==> config.mk <==
export PLATFORM = sky130hd
export DESIGN_NAME = gpio_in_debounce
export DESIGN_NICKNAME = d
export VERILOG_FILES = /design/src/rtl/gpio_in_debounce.sv
export SDC_FILE = /design/constraint.sdc
export NUM_CORES = 1
export LEC_CHECK = 0
export ABC_CLOCK_PERIOD_IN_PS = 4400
export CORE_UTILIZATION = 50
export DETAILED_ROUTE_END_ITERATION = 8
export GPL_TIMING_DRIVEN = 0
export PLACE_DENSITY = 0.76
export RECOVER_POWER = 25
export SETUP_SLACK_MARGIN = 0.02
export SKIP_CTS_REPAIR_TIMING = 1
export SYNTH_ARGS = -nofsm -noshare
export SYNTH_HDL_FRONTEND = slang
export SYNTH_SLANG_ARGS = --single-unit
==> constraint.sdc <==
create_clock -name clk_div8 -period 4.4 [get_ports clk_div8]
set_clock_uncertainty 0.2 [all_clocks]
set_input_delay 0.88 -clock clk_div8 [delete_from_list [all_inputs] [get_ports clk_div8]]
set_output_delay 0.88 -clock clk_div8 [all_outputs]
set_load 0.05 [all_outputs]
==> src/rtl/gpio_in_debounce.sv <==
// Switch/button input port: 2-flop synchronisers, tick-sampled debounce, sticky
// press/change event flags with clear-on-read, registered read port and level irq.
module gpio_in_debounce #(
  parameter int SW_WIDTH        = 18,
  parameter int KEY_WIDTH       = 3,
  parameter int DATA_WIDTH      = 32,
  parameter int DEBOUNCE_CYCLES = 1000,
  parameter int CNT_WIDTH       = 16
) (
  input  logic                  clk_div8,
  input  logic                  rst_n,
  input  logic [SW_WIDTH-1:0]   sw_in,
  input  logic [KEY_WIDTH-1:0]  key_n_in,
  input  logic                  rd_en,
  input  logic                  rd_sel,
  output logic [DATA_WIDTH-1:0] rd_data,
  output logic                  rd_valid,
  output logic                  irq
);

  localparam int IN_W = SW_WIDTH + KEY_WIDTH;

  logic [SW_WIDTH-1:0]   sw_meta_q, sw_sync_q;
  logic [KEY_WIDTH-1:0]  key_meta_q, key_sync_q;
  logic [IN_W-1:0]       synced, diff;
  logic [IN_W-1:0]       samp_q, samp_d, stable_q, stable_d;
  logic [CNT_WIDTH-1:0]  cnt_q, cnt_d;
  logic                  tick;
  logic [KEY_WIDTH-1:0]  key_evt_q, key_evt_d, key_set, key_clr;
  logic                  sw_chg_q, sw_chg_d, sw_set, sw_clr, rd_clr;
  logic [DATA_WIDTH-1:0] rd_data_q, rd_data_d;
  logic                  rd_valid_q, irq_q, irq_d;

  // Stable/sample vectors are laid out {key, sw} so the level word is a plain copy.
  assign synced = {~key_sync_q, sw_sync_q};

  always_comb begin
    tick  = (cnt_q == CNT_WIDTH'(DEBOUNCE_CYCLES - 1));
    cnt_d = tick ? '0 : cnt_q + CNT_WIDTH'(1);

    diff     = synced ^ samp_q;
    samp_d   = samp_q;
    stable_d = stable_q;
    if (tick) begin
      samp_d   = synced;
      stable_d = (synced & ~diff) | (stable_q & diff);
    end

    key_set = stable_d[IN_W-1:SW_WIDTH] & ~stable_q[IN_W-1:SW_WIDTH];
    sw_set  = |(stable_d[SW_WIDTH-1:0] ^ stable_q[SW_WIDTH-1:0]);

    // A flag setting in the clearing cycle survives; it was not in the returned word.
    rd_clr    = rd_en & rd_sel;
    key_clr   = rd_clr ? key_evt_q : '0;
    sw_clr    = rd_clr & sw_chg_q;
    key_evt_d = (key_evt_q & ~key_clr) | key_set;
    sw_chg_d  = (sw_chg_q & ~sw_clr) | sw_set;

    rd_data_d = rd_data_q;
    if (rd_en) begin
      rd_data_d = rd_sel ? DATA_WIDTH'({sw_chg_q, key_evt_q}) : DATA_WIDTH'(stable_q);
    end

    irq_d = sw_chg_q | (|key_evt_q);
  end

  always_ff @(posedge clk_div8 or negedge rst_n) begin
    if (!rst_n) begin
      sw_meta_q  <= '0;
      sw_sync_q  <= '0;
      key_meta_q <= '1;
      key_sync_q <= '1;
      cnt_q      <= '0;
      samp_q     <= '0;
      stable_q   <= '0;
      key_evt_q  <= '0;
      sw_chg_q   <= 1'b0;
      rd_data_q  <= '0;
      rd_valid_q <= 1'b0;
      irq_q      <= 1'b0;
    end else begin
      sw_meta_q  <= sw_in;
      sw_sync_q  <= sw_meta_q;
      key_meta_q <= key_n_in;
      key_sync_q <= key_meta_q;
      cnt_q      <= cnt_d;
      samp_q     <= samp_d;
      stable_q   <= stable_d;
      key_evt_q  <= key_evt_d;
      sw_chg_q   <= sw_chg_d;
      rd_data_q  <= rd_data_d;
      rd_valid_q <= rd_en;
      irq_q      <= irq_d;
    end
  end

  assign rd_data  = rd_data_q;
  assign rd_valid = rd_valid_q;
  assign irq      = irq_q;

endmodule

### Yosys cells after proc, flatten, opt, wreduce, memory -nomap -nowiden

Cells that the tools add are included.
Widths: inputs -> output; s select.

* muxes and demuxes: 4
* reductions and logical operators: 2
* $add $sub $neg: 1
* equal/unequal tests: 1
* bitwise gates (word level): 18

Operators with widths (number)
* $and 21x21->21: 2
* $mux 21: 2
* $not 21->21: 1
* $or 21x21->21: 1
* $xor 21x21->21: 1
* $reduce_or 18->1: 1
* $xor 18x18->18: 1
* $add 16x1->16 const B: 1
* $eq 16x10->1 const B: 1
* $mux 16: 1
* $not 3->3: 3
* $and 3x3->3: 2
* $and 1x1->1: 3
* $mux 3: 1
* $or 3x3->3: 1
* $reduce_or 3->1: 1
* $or 1x1->1: 2
* $not 1->1: 1

* output and inout bits: 34
* register bits: 138

### Longest topological paths before layout

* depth in word-level cells: 9
* mapped depth: 8
* gate-level depth less buffers: 6

### Worst setup path after synthesis

OpenSTA, ideal clock, no wires.

* kind: input -> register
* from: in rd_en
* to: reg sw_chg_q
* data arrival time: 1.517 ns
* slack: 2.557 ns
* library setup time: 0.126 ns
* data required time: 4.074 ns
* stages on the path: 3
* cells stage by stage: clkbuf_1 > nand2_1 > a221o_1

* word-level cells in the longest chain between the ends: 5

RTL lines
* from (decl): line 14 `input logic rd_en,`
* $and 1x1->1: line 53 `rd_clr = rd_en & rd_sel;`
* $and 1x1->1: line 55 `sw_clr = rd_clr & sw_chg_q;`
* $not 1->1: line 57 `sw_chg_d = (sw_chg_q & ~sw_clr) | sw_set;`
* $and 1x1->1: line 57
* $or 1x1->1: line 57
* named net sw_chg_d: line 30 `logic sw_chg_q, sw_chg_d, sw_set, sw_clr, rd_clr;`
* to (signal assigned): line 90 `sw_chg_q <= sw_chg_d;`
* to (decl): line 30

The timed path passes the listed nets, and every way through them passes these cells.
A chain may end at the register's enable or synchronous reset.

### Worst setup path after layout

* from: reg rd_data_q[1] (netlist: rd_data[1])
* to: out rd_data[1]

RTL lines
* from (decl): line 31 `logic [DATA_WIDTH-1:0] rd_data_q, rd_data_d;`
* from (signal assigned): line 91 `rd_data_q <= rd_data_d;`
* to (decl): line 16 `output logic [DATA_WIDTH-1:0] rd_data,`

No word-level cell between the ends.

==> impl_metrics.env <==
export IMPL_status="finished, final reports clean"
export IMPL_synth_most_common_cell="dfrtp_1"
export IMPL_synth_seq_area_share=0.636
export IMPL_reg2reg_depth=7
export IMPL_cts_tree="done"
export IMPL_cp_data_required_time_ns=3.32
export IMPL_cellLeakagePower_nw=2.75
export IMPL_synth_distinct_cells=37
export IMPL_cts_max_path_buffers=2
export IMPL_p_per_area_mw_per_mm2=419
export IMPL_dp_slack_ns=1.80
export IMPL_dpl_cell_area_sq_mm=0.00571
export IMPL_ys_ff_latch=127
export IMPL_synth_warnings=0
export IMPL_grt_max_degree=73
export IMPL_arrival_ns=1.69
export IMPL_grt_pass1_wl_um=16500
export IMPL_fin_crit_ns=2.77
export IMPL_drv_cap=0
export IMPL_dp_hpwl_um=6760
export IMPL_critPathSlowestCell="clkdlybuf4s50_1"
export IMPL_final_setup_tns_ns=0
export IMPL_drv_slew=0
export IMPL_setup_violations=0
export IMPL_drtIter0Drc=303
export IMPL_p_switching_uw=589
export IMPL_die_x_um=102
export IMPL_die_area_sq_mm=0.0104
export IMPL_synthFlopType="dfrtp_1"
export IMPL_dr_pass1_iters=5
export IMPL_ios=59
export IMPL_synth_edff_count=0
export IMPL_area_growth_pct=25.2
export IMPL_diodes=0
export IMPL_start_util=0.515
export IMPL_root_buffer="clkbuf_8"
export IMPL_insertion_delay_ns=0.50
export IMPL_internal_power_mw=2.04
export IMPL_r2r_start="cnt_q[0]$_DFF_PN0_"
export IMPL_hp_class="input port to asynchronous set/reset pin"
export IMPL_syn_area_per_cell_sq_um=10.8
export IMPL_cp_start_kind="flip-flop"
export IMPL_gr_usage_all_layers=0.214
export IMPL_worst_pin_slew_ns=0.635
export IMPL_rr_endpoint="stable_q[3]$_DFF_PN0_"
export IMPL_drc=0
export IMPL_antenna_found_initial=0
export IMPL_p_clk_frac=0.497
export IMPL_sw_frac_of_total=0.224
export IMPL_fp_dieH_um=102
export IMPL_ys_top_cells_by_area="dfrtp_1 (60%), o21ai_0 (6.4%), nand2_1 (3.5%)"
export IMPL_clock_fmax_mhz=360
export IMPL_timing_setup_critical_path_class="flip-flop to output port"
export IMPL_num_rows=36
export IMPL_wire_per_inst_um=15.0
export IMPL_holdWs_ns=0.124
export IMPL_critPathTopFamily="buffers and inverters"
export IMPL_slowest_delay_ns=0.81
export IMPL_cts_sinks=127
export IMPL_synth_area_leader_cell="dfrtp_1"
export IMPL_grt_overflow=0
export IMPL_design_area_sq_mm=0.00627
export IMPL_synth_top_area_share=0.605
export IMPL_r2r_slack_ns=2.26
export IMPL_vias=3641
export IMPL_cts_buffers=17
export IMPL_core_sq_mm=0.00973
export IMPL_gp_congestion=0.795
export IMPL_layout_nets=566
export IMPL_syn_area_sq_mm=0.00501
export IMPL_grt_pass1_vias=3505
export IMPL_cts_max_level=4
export IMPL_antenna_left=0
export IMPL_clkSlewWorstSetupHoldPaths_ns=0.06
export IMPL_power_mw=2.63
export IMPL_routed_via_density=5.31
export IMPL_timing_final_crit_share=0.631
export IMPL_final_setup_worst_slack_ns=1.63
export IMPL_relSlewSlack=0.577
export IMPL_synthCells=463
export IMPL_synth_commonest_cells="dfrtp_1 (121), o21ai_0 (64), nand2_1 (47), inv_1 (35), a21oi_1 (26)"
export IMPL_async_flop_share=1.00
export IMPL_wirelength_um=10300
export IMPL_io_buffer_count=47
export IMPL_cp_buffers_inverters=1
export IMPL_filler_cell_count=751
export IMPL_hold_viol_final=0
export IMPL_max_vdd_ir_drop_v=0.000248
export IMPL_crit_chain="clkdlybuf4s50_1"
export IMPL_p_comb_frac=0.044
export IMPL_final_layout_size_suffix_gt1_frac=0.105
export IMPL_endpoint_kind="output port"
export IMPL_rsz0062_at_grt="no"
export IMPL_p_seq_frac=0.459
export IMPL_critPathMaxFanout=2
-- sequential cells by signal, summed over array words and instances (netlist names) --
register	flops
sw_sync_q	18
irq	1
rd_data	21
sw_meta_q	18
rd_valid	1
key_sync_q	3
sw_chg_q	1
cnt_q	16
key_meta_q	3
key_evt_q	3
stable_q	21
samp_q	21
-- power by group through the flow --
stage | Sequential [mW] | Combinational, mW | Clock (mW)
floorplan | 1.23 | 0.0467 | 0
global placement | 1.23 | 0.112 | 0
detailed placement | 1.23 | 0.117 | 0
CTS | 1.21 | 0.118 | 1.32
global route | 1.21 | 0.127 | 1.38
finish | 1.21 | 0.116 | 1.30
-- cells in the final DEF, fill, tap and decap left out, drive strengths merged --
cell type,instances
dfrtp,121
o21ai,80
nand2,47
clkdlybuf4s50,46
inv,37
clkbuf,30
a21oi,26
nor2,25
buf,18
nand3b,17
o22ai,13
nand2b,12
conb,11
xor2,7
nand3,7
xnor2,7
dfstp,6
clkinv,6
nor4,6
and3,4
mux2i,4
clkinvlp,4
a32o,3
and2,2
o2bb2ai,2
bufinv,2
and4,1
nand4,1
nor2b,1
nor3,1
a22o,1
o2111ai,1
a31oi,1
a221o,1
or4,1
ha,1
-- layer usage --
metal / routed length [um] / vias up / part of all wire / global-route usage
met5: 0 / - / 0 / 0
met4: 295 / 0 / 0.029 / 0.111
met3: 588 / 25 / 0.057 / 0.0534
met2: 5000 / 138 / 0.49 / 0.344
met1: 4380 / 1784 / 0.43 / 0.270
li1: - / 1694 / - / -
-- final cells by class --
class	count	area, sq um	share of cell area
inverter	35	131	0.0210
buffer	28	174	0.0277
clock buffer	18	418	0.0667
multi-input combinational	283	1550	0.248
tap	133	166	0.0265
clock inverter	14	141	0.0226
sequential	127	3190	0.508
timing repair buffer	48	499	0.0796
-- how the worst max path moves through the flow --
| stage | cells after the start | end | slack [ns] | from |
|---|---|---|---|---|
| 6_report | 1 | rd_data[1] | 1.63 | rd_data[1]$_DFFE_PN0P_ |
| 5_1_grt | 1 | rd_data[1] | 1.58 | rd_data[1]$_DFFE_PN0P_ |
| 4_1_cts | 1 | rd_data[1] | 1.60 | rd_data[1]$_DFFE_PN0P_ |
| 3_5_place_dp | 5 | rd_data[11]$_DFFE_PN0P_ | 1.80 | rd_en |
| 3_3_place_gp | 1 | cnt_q[12]$_DFF_PN0_ | -2.42 | rst_n |
| 2_1_floorplan | 3 | sw_chg_q$_DFF_PN0_ | 2.56 | rd_en |
-- cells by family (layout without fill, tap and decap cells) --
kind of cell / after synthesis / in the layout / synth area share
multiplexers: 4 / 4 / 0.00800
AO/OA/AOI/OAI: 128 / 128 / 0.138
adder cells (fa/ha/maj): 1 / 1 / 0.00250
XOR/XNOR: 14 / 14 / 0.0245
flip-flops: 127 / 127 / 0.636
other: 1 / 11 / 0.000749
AND/OR/NAND/NOR: 125 / 125 / 0.129
buffers and inverters: 63 / 143 / 0.0610
-- stage by stage --
step | std cells | util
5_1_grt | 686 | 0.644
4_1_cts | 686 | 0.644
6_report | 686 | 0.644
3_3_place_gp | 653 | 0.584
3_5_place_dp | 654 | 0.587
2_1_floorplan | 473 | -
(Power assumes the default switching activity.)
